### config.mk
export PLATFORM = sky130hd
export DESIGN_NAME = mrd_st_framer_fifo
export DESIGN_NICKNAME = d
export VERILOG_FILES = /design/src/rtl/mrd_st_framer_fifo.sv
export SDC_FILE = /design/constraint.sdc
export NUM_CORES = 1
export LEC_CHECK = 0
export BUFFER_PORTS_ARGS = -buffer_cell sky130_fd_sc_hd__buf_4
export CAP_MARGIN = 10
export CORE_UTILIZATION = 35
export CTS_CLUSTER_DIAMETER = 150
export DETAILED_ROUTE_END_ITERATION = 8
export GPL_ROUTABILITY_DRIVEN = 0
export PLACE_DENSITY = 0.56
export SYNTH_ARGS = -nofsm -noshare
export SYNTH_HDL_FRONTEND = slang
export SYNTH_SLANG_ARGS = --single-unit
### constraint.sdc
create_clock -name clk -period 7.7 [get_ports clk]
set_input_delay 0.77 -clock clk [delete_from_list [all_inputs] [get_ports clk]]
set_output_delay 0.77 -clock clk [all_outputs]
set_load 0.1 [all_outputs]
### src/rtl/mrd_st_framer_fifo.sv
// mrd_st_framer_fifo: streaming sample framer in front of a show-ahead FIFO.
// The sop beat latches the frame length and the IDFT flag. Every later beat of
// the frame is tagged with the latched values. The last beat of the frame is
// marked eop, and sop/eop/length protocol errors raise one-cycle pulses.
module mrd_st_framer_fifo #(
  parameter int DW    = 18,
  parameter int PTS_W = 12,
  parameter int DEPTH = 16
) (
  input  logic                         clk,
  input  logic                         rst_n,
  input  logic                         in_valid,
  input  logic                         in_sop,
  input  logic                         in_eop,
  output logic                         in_ready,
  input  logic [DW-1:0]                in_real,
  input  logic [DW-1:0]                in_imag,
  input  logic [PTS_W-1:0]             in_dftpts,
  input  logic                         in_inverse,
  output logic                         out_valid,
  output logic                         out_sop,
  output logic                         out_eop,
  output logic [DW-1:0]                out_real,
  output logic [DW-1:0]                out_imag,
  output logic [PTS_W-1:0]             out_dftpts,
  output logic                         out_inverse,
  input  logic                         out_ready,
  output logic                         stat_sink_sop,
  output logic [PTS_W-1:0]             stat_dftpts,
  output logic                         stat_sink_ongoing,
  output logic                         err_sop,
  output logic                         err_len,
  output logic [$clog2(DEPTH):0]       level
);

  localparam int AW    = $clog2(DEPTH);
  localparam int LVL_W = AW + 1;
  localparam int EW    = 2 * DW + PTS_W + 3;

  localparam logic [PTS_W:0]   CNT_ONE  = {{PTS_W{1'b0}}, 1'b1};
  localparam logic [PTS_W:0]   CNT_MAX  = {1'b1, {PTS_W{1'b0}}};
  localparam logic [AW-1:0]    PTR_ONE  = {{(AW-1){1'b0}}, 1'b1};
  localparam logic [LVL_W-1:0] LVL_ONE  = {{AW{1'b0}}, 1'b1};
  localparam logic [LVL_W-1:0] LVL_FULL = {1'b1, {AW{1'b0}}};

  typedef enum logic {IDLE, FRAME} state_t;

  state_t           state_q, state_d;
  logic [PTS_W:0]   cnt_q, cnt_d;
  logic [PTS_W:0]   len_q, len_d;
  logic [PTS_W-1:0] dftpts_q, dftpts_d;
  logic             inv_q, inv_d;
  logic [AW-1:0]    wr_ptr_q, wr_ptr_d;
  logic [AW-1:0]    rd_ptr_q, rd_ptr_d;
  logic [LVL_W-1:0] level_q, level_d;
  logic             sop_pls_q, sop_pls_d;
  logic             err_sop_q, err_sop_d;
  logic             err_len_q, err_len_d;

  logic [EW-1:0]    mem_q [DEPTH];

  logic             accept;
  logic             pop;
  logic             push;
  logic [PTS_W:0]   len_in;
  logic [PTS_W:0]   beat_cnt;
  logic [PTS_W:0]   beat_len;
  logic             wr_sop;
  logic             wr_eop;
  logic [PTS_W-1:0] wr_pts;
  logic             wr_inv;
  logic [EW-1:0]    wr_entry;
  logic [EW-1:0]    head;

  // Handshakes and the decoded frame length (0 encodes 2^PTS_W)
  assign in_ready  = (level_q != LVL_FULL);
  assign out_valid = (level_q != '0);
  assign accept    = in_valid & in_ready;
  assign pop       = out_valid & out_ready;
  assign len_in    = (in_dftpts == '0) ? CNT_MAX : {1'b0, in_dftpts};

  // Framing FSM: decides whether an accepted beat is stored and how it is tagged
  always_comb begin
    state_d   = state_q;
    cnt_d     = cnt_q;
    len_d     = len_q;
    dftpts_d  = dftpts_q;
    inv_d     = inv_q;
    push      = 1'b0;
    wr_sop    = 1'b0;
    wr_eop    = 1'b0;
    wr_pts    = dftpts_q;
    wr_inv    = inv_q;
    sop_pls_d = 1'b0;
    err_sop_d = 1'b0;
    err_len_d = 1'b0;
    beat_cnt  = cnt_q + CNT_ONE;
    beat_len  = len_q;
    if (accept) begin
      case (state_q)
        IDLE: begin
          if (in_sop) begin
            push      = 1'b1;
            wr_sop    = 1'b1;
            dftpts_d  = in_dftpts;
            inv_d     = in_inverse;
            len_d     = len_in;
            wr_pts    = in_dftpts;
            wr_inv    = in_inverse;
            sop_pls_d = 1'b1;
            beat_cnt  = CNT_ONE;
            beat_len  = len_in;
            state_d   = FRAME;
          end else begin
            // Stray beat outside a frame is dropped
            err_sop_d = 1'b1;
          end
        end
        FRAME: begin
          push      = 1'b1;
          err_sop_d = in_sop;
        end
        default: state_d = IDLE;
      endcase
      if (push) begin
        cnt_d = beat_cnt;
        if (beat_cnt == beat_len) begin
          wr_eop    = 1'b1;
          err_len_d = ~in_eop;
          state_d   = IDLE;
        end else if (in_eop) begin
          // Early eop truncates the frame
          wr_eop    = 1'b1;
          err_len_d = 1'b1;
          state_d   = IDLE;
        end
      end
    end
  end

  assign wr_entry = {wr_sop, wr_eop, in_real, in_imag, wr_pts, wr_inv};

  // FIFO pointer and occupancy bookkeeping; pointers wrap naturally at DEPTH
  always_comb begin
    wr_ptr_d = push ? wr_ptr_q + PTR_ONE : wr_ptr_q;
    rd_ptr_d = pop ? rd_ptr_q + PTR_ONE : rd_ptr_q;
    case ({push, pop})
      2'b10:   level_d = level_q + LVL_ONE;
      2'b01:   level_d = level_q - LVL_ONE;
      default: level_d = level_q;
    endcase
  end

  // Control state register with asynchronous clear
  always_ff @(posedge clk or negedge rst_n) begin
    if (!rst_n) begin
      state_q   <= IDLE;
      cnt_q     <= '0;
      len_q     <= '0;
      dftpts_q  <= '0;
      inv_q     <= 1'b0;
      wr_ptr_q  <= '0;
      rd_ptr_q  <= '0;
      level_q   <= '0;
      sop_pls_q <= 1'b0;
      err_sop_q <= 1'b0;
      err_len_q <= 1'b0;
    end else begin
      state_q   <= state_d;
      cnt_q     <= cnt_d;
      len_q     <= len_d;
      dftpts_q  <= dftpts_d;
      inv_q     <= inv_d;
      wr_ptr_q  <= wr_ptr_d;
      rd_ptr_q  <= rd_ptr_d;
      level_q   <= level_d;
      sop_pls_q <= sop_pls_d;
      err_sop_q <= err_sop_d;
      err_len_q <= err_len_d;
    end
  end

  // Entry storage; contents are qualified by level, so no reset is needed
  always_ff @(posedge clk) begin
    if (push) mem_q[wr_ptr_q] <= wr_entry;
  end

  // Head entry presented directly (show-ahead); sop/eop gated so they read 0 when empty
  assign head        = mem_q[rd_ptr_q];
  assign out_sop     = out_valid & head[EW-1];
  assign out_eop     = out_valid & head[EW-2];
  assign out_real    = head[EW-3 -: DW];
  assign out_imag    = head[EW-3-DW -: DW];
  assign out_dftpts  = head[PTS_W:1];
  assign out_inverse = head[0];

  assign stat_sink_sop     = sop_pls_q;
  assign stat_dftpts       = dftpts_q;
  assign stat_sink_ongoing = (state_q == FRAME);
  assign err_sop           = err_sop_q;
  assign err_len           = err_len_q;
  assign level             = level_q;

endmodule
* Yosys cells after proc, flatten, opt, wreduce, memory -nomap -nowiden
Memories as Yosys holds them, arrays and structs flattened.
Cells that the tools add are included.
W data, S select, Z words.
** Storage, ports and cells
- Register bits :: 56
- Memory bits (writable) :: 816
- Input bits :: 55
- Output and inout bits :: 74
- Word-level logic and storage cells :: 67
- Memories :: 1
** Operators by class
- Add/subtract/negate cells :: 5
- Equal/unequal tests :: 4
- Multiplexer cells :: 36
- Bitwise operators :: 6
- Reduce and logical (&&, ||, !) cells :: 4
** Memory list
- mem_q :: depth 16, bits a word 51, read ports 1, clocked after memory_dff 0, wr ports 1, RTL line 60 : logic [EW-1:0] mem_q [DEPTH];
** Operators with widths (count)
- $mux W13 :: 7
- $mux W12 :: 3
- $mux W1 :: 23
- $add A13 B1 Y13 const B :: 1
- $eq A13 B13 Y1 :: 1
- $logic_not A12 Y1 :: 1
- $pmux W5 S2 :: 1
- $add A4 B1 Y4 const B :: 2
- $add A5 B1 Y5 const B :: 1
- $ne A5 B5 Y1 const B :: 1
- $reduce_bool A5 Y1 :: 1
- $sub A5 B1 Y5 const B :: 1
- $and A1 B1 Y1 :: 4
- $pmux W1 S2 :: 2
- $eq A2 B1 Y1 const B :: 1
- $eq A2 B2 Y1 const B :: 1
- $not A1 Y1 :: 2
- $reduce_and A2 Y1 :: 1
- $reduce_bool A2 Y1 :: 1

* Longest topological paths before layout
- Depth after elaboration :: 9
- Mapped depth :: 12
- Gate-level depth less buffers :: 11

* Worst setup path after synthesis
No wires, ideal clock.
- Path kind :: reg2reg
- From :: register state_q, in the netlist stat_sink_ongoing
- To :: memory mem_q[0][0] in the netlist's numbering, enable pin
- Library setup time :: 0.522 ns
- Arrival :: 5.507 ns
- Required time :: 7.178 ns
- Path slack :: 1.670 ns
- Stages on the path, launching flop included :: 7
- Clock period less this slack :: 6.030 ns
- Cell sequence :: dfrtp_1 -> inv_1 -> ha_1 -> nor2_2 -> clkbuf_1 -> nand2_1 -> nor3_1
** On the way
- Longest elaborated chain between the ends :: 6
** Ends and longest elaborated chain
- from (decl) :: RTL line 48 : state_t state_q, state_d;
- from (signal assigned) :: RTL line 169 : state_q <= state_d;
- $not A1 Y1
- $pmux W1 S2 * :: RTL line 100 : case (state_q)
- $mux W1 * (2 in series) :: RTL line 99 : if (accept) begin
- $mux W1 * :: RTL line 185 : if (push) mem_q[wr_ptr_q] <= wr_entry;
- $mux W1 (not written as such) * :: RTL line 185
- to (decl) :: RTL line 60
Every way passes the cells marked *; elsewhere a longest branch is shown, timed or not. The select of a mux whose other input is x is not followed.

* Worst setup path in the final report
- From :: register rd_ptr_q[2]
- To :: output port out_eop
** On the way
- Longest elaborated chain between the ends :: 2
** Ends and longest elaborated chain
- from (decl) :: RTL line 54 : logic [AW-1:0] rd_ptr_q, rd_ptr_d;
- from (signal assigned) :: RTL line 175 : rd_ptr_q <= rd_ptr_d;
- $mem_v2 Z16 W51
- $and A1 B1 Y1 :: RTL line 191 : assign out_eop = out_valid & head[EW-2];
- to (decl) :: RTL line 22 : output logic out_eop,
Every way passes these cells.

==> impl_summary.md <==
GRT
Summed over all layers, the global routing overflow is 0. The first-pass GRT wire length is approximately 110 mm. The number of global-route vias before repair came to 16300. The global routing usage summed across all routing layers is 0.157. The initial antenna violation count was 1. The pin count of the biggest net entering global routing is 117.

Synth
Synthesis inferred between 800 and 900 register bits. After synthesis, the share of flip-flops with an asynchronous set or reset is 0.0642. The number of warnings reported in the yosys synthesis log is 0. The share of synthesized area in the top cell type comes to 0.729. A synthesized cell averages ~23 um2.

The area of the mapped netlist is about 34000 um2. After synthesis, the most frequently instantiated cells are sky130_fd_sc_hd__edfxtp_1, sky130_fd_sc_hd__mux4_2, sky130_fd_sc_hd__nand2_1. Counting flops with a built-in enable in the synthesized netlist gives 816. The share of synthesized area occupied by flip-flops and latches is 0.771. The gate count after technology mapping is 1467.

Among all flip-flop cells after synthesis, the most frequent one is sky130_fd_sc_hd__edfxtp_1. Yosys attributes the largest share of cell area to sky130_fd_sc_hd__edfxtp_1, sky130_fd_sc_hd__mux4_2, sky130_fd_sc_hd__dfrtp_1, sky130_fd_sc_hd__nand2_1, sky130_fd_sc_hd__xnor2_1. Among all cell types in the netlist, the one instantiated most often is sky130_fd_sc_hd__edfxtp_1.

Of all cell types, the one taking the most synthesized area is sky130_fd_sc_hd__edfxtp_1. The number of unique standard cell types used by synthesis is 44. The net count of the mapped netlist is 1536.

Floorplan
For this configuration, the core starts out at a cell density of 0.354. The floorplan has 113 rows. The width of the chip is a little over 300 um.

The die outline height is just over 300 um. During I/O placement, the number of pins put on the boundary was 129. The die area is 97200 um2. The region available for standard cell placement spans 95000 um2.

Worst setup path
The instance count on the critical path is 4. The nature of the critical path startpoint is a flip-flop. The largest fanout on the critical path is 28.

The reg-to-reg critical path startpoint is level[0]$_DFFE_PN0P_. The count of cells along the worst register-to-register path is 7. The category of the most critical setup path is flip-flop to output pin. Walking the worst path, the cells encountered are buf_4, mux4_2, nor2b_1, buf_4. The required time reported for the critical path endpoint is ~7 ns.

The timing endpoint of the critical path is out_eop. The internal reg-to-reg setup slack is approximately 4.2 ns. The critical path buffer and inverter count is 2. In this run the critical register-to-register path is captured at mem_q[7][25]$_DFFE_PP_. STA classifies the critical path endpoint as an output pin. The cell that appears most often on the critical path is sky130_fd_sc_hd__buf_4. The most critical setup path has its startpoint at rd_ptr_q[2]$_DFFE_PN0P_. Among all stages on the critical path, the largest delay is contributed by sky130_fd_sc_hd__dfrtp_4. STA puts the critical path data arrival time at 3.55 ns. Broken down by cell family, the worst path's largest delay share belongs to buffers and inverters. The stage delay of the slowest cell on the critical path is 0.89 ns.

Timing
Subtracting the final worst setup slack from the clock period gives 4.32 ns. The clock skew after layout is roughly 0.045 ns. After layout, the worst setup slack is 3.38 ns. The final hold violation count is 0. Adding up every negative setup slack in the final design gives 0 ns. Dividing the final minimum period by the clock period gives 0.560. For this run, the top clock speed supported by timing is 232 MHz.

The worst slew margin relative to its limit is 0.164. Setup repair after global routing left no endpoint under its margin. The final-report setup violation count is 0.

The max-slew violation count is 0. At the pin with the least slew margin, the transition time is 1.25 ns.

Finish
The layout-stage area growth over the synthesis result is 16.5%. The final layout contains 1718 nets. The fraction of layout cells with a size suffix above 1 is 0.329.

The final cell count without fillers is 2994.

Place
The number of placed cells counting well taps is 2819. The number of buffer cells added on primary ports is 128. The HPWL after detailed placement is 39.9 mm.

The setup slack after placement is about 3.7 ns.

Clock network
The clock tree synthesis step divided the H-tree into 3 levels. TritonCTS built the clock tree. The CTS root buffer is sky130_fd_sc_hd__clkbuf_16. The clock sink count is 872. The clock insertion delay at the later pin of the skew report is 0.66 ns.

The register clock-pin slew on the reported worst setup and hold paths is ~0.060 ns. The number of clock buffers added by TritonCTS is 93. The total of hold buffers inserted after clock tree synthesis is 0. The total of cells resized after clock tree synthesis is 0. Buffers added to address setup during post-CTS repair amount to 0. The buffer depth of the longest clock path is 3.

Routing
The count of unresolved DRC violations after routing is 0. The first-pass detailed-route iteration total is 5. After detailed routing, the average wire length per cell comes to 25.3 um.

After detailed routing, the number of vias per cell comes to slightly above 5. The number of nets with antenna violations after detailed routing is 0. After the first detailed-routing iteration, the DRC count stood at between 1000 and 1500. The overall routed net length is 75.7 mm.

The total via count in the routed design is 15300.

Job
Across the run, the number of max-cap violations was 0.

Pwr
Power spread over the standard cell area amounts to 427 nW/um2. Across the VDD grid, the largest voltage drop is 443 uV. The analysis attributes to cell leakage a power of roughly 13 nW.

Worst hold path
The worst hold path class is primary input to async pin.

Run status
The run finished with clean final reports.
==> worst min-delay path by stage <==
| stage | cells after the start | startpoint | endpoint | slack [ns] |
|---|---|---|---|---|
| after floorplan | 0 | rst_n | cnt_q[0]$_DFFE_PN0P_ | 0.47 |
| after global placement | 2 | len_q[1]$_DFFE_PN0P_ | len_q[1]$_DFFE_PN0P_ | 0.49 |
| after detailed placement | 2 | len_q[12]$_DFFE_PN0P_ | len_q[12]$_DFFE_PN0P_ | 0.50 |
| after CTS | 1 | rst_n | rd_ptr_q[2]$_DFFE_PN0P_ | 0.19 |
| after global routing | 1 | rst_n | stat_sink_sop$_DFF_PN0_ | 0.25 |
| final | 1 | rst_n | stat_sink_sop$_DFF_PN0_ | 0.21 |
==> layer usage <==
metal  track usage  wire, um  share of wire
met1         0.218     33400           0.44
met2         0.258     37500           0.50
met3        0.0256      3250          0.043
met4        0.0403      1530          0.020
met5             0        13        0.00017
==> logic make-up (layout without fill, tap and decap cells) <==
kind of cell	count (synthesis)	after routing	synth area share
XOR/XNOR	31	31	0.00808
other	0	3	0
flip-flops	872	872	0.771
adder cells (fa/ha/maj)	14	14	0.00544
multiplexers	257	257	0.172
buffers and inverters	82	341	0.0136
AND/OR/NAND/NOR	165	165	0.0218
AO/OA/AOI/OAI	46	46	0.00838
==> cell usage in the layout (no fill, tap or decap), drive strengths merged, types with 3 or more instances in the layout <==
master	count
inv	11
ha	13
diode	3
o31ai	9
nand2	94
nor2b	3
mux4	255
nand2b	3
clkinv	43
o21ai	21
nand4	6
nand3	8
xor2	8
xnor2	23
a21oi	7
a21o	3
and2	4
edfxtp	816
nor2	25
dfrtp	56
buf	160
bufinv	8
clkbuf	119
nor3	10
==> where the power goes <==
group	switching, mW	internal [mW]	leakage [nW]
Clock	1.83	2.54	1.46
Combinational	4.33	2.04	3.08
Sequential	0.269	5.71	8.08
==> flip-flops by register name (all words and copies together) (netlist names), 4 cells and up <==
signal and flops:
cnt_q 13, len_q 13, level 5, mem_q 816, rd_ptr_q 4, stat_dftpts 12, wr_ptr_q 4
==> final cells by class <==
type	instances	area (um2)
fill	8295	55900
timing repair buffer	160	1240
clock inverter	53	549
inverter	9	33.8
multi-input combinational	513	7340
antenna	3	7.51
clock buffer	119	2460
tap	1265	1580
sequential	872	25900
==> per-stage QoR <==
step	hold slack [ns]	cell area (um2)	power, mW	util
finish	0.207	39100	16.7	0.412
CTS	0.190	39100	17.0	0.412
global placement	0.491	36100	12.5	0.380
floorplan	0.465	33600	11.1	-
detailed placement	0.497	36100	12.6	0.380
global route	0.245	39100	17.3	0.412
Power figures use the tool's default switching activity.
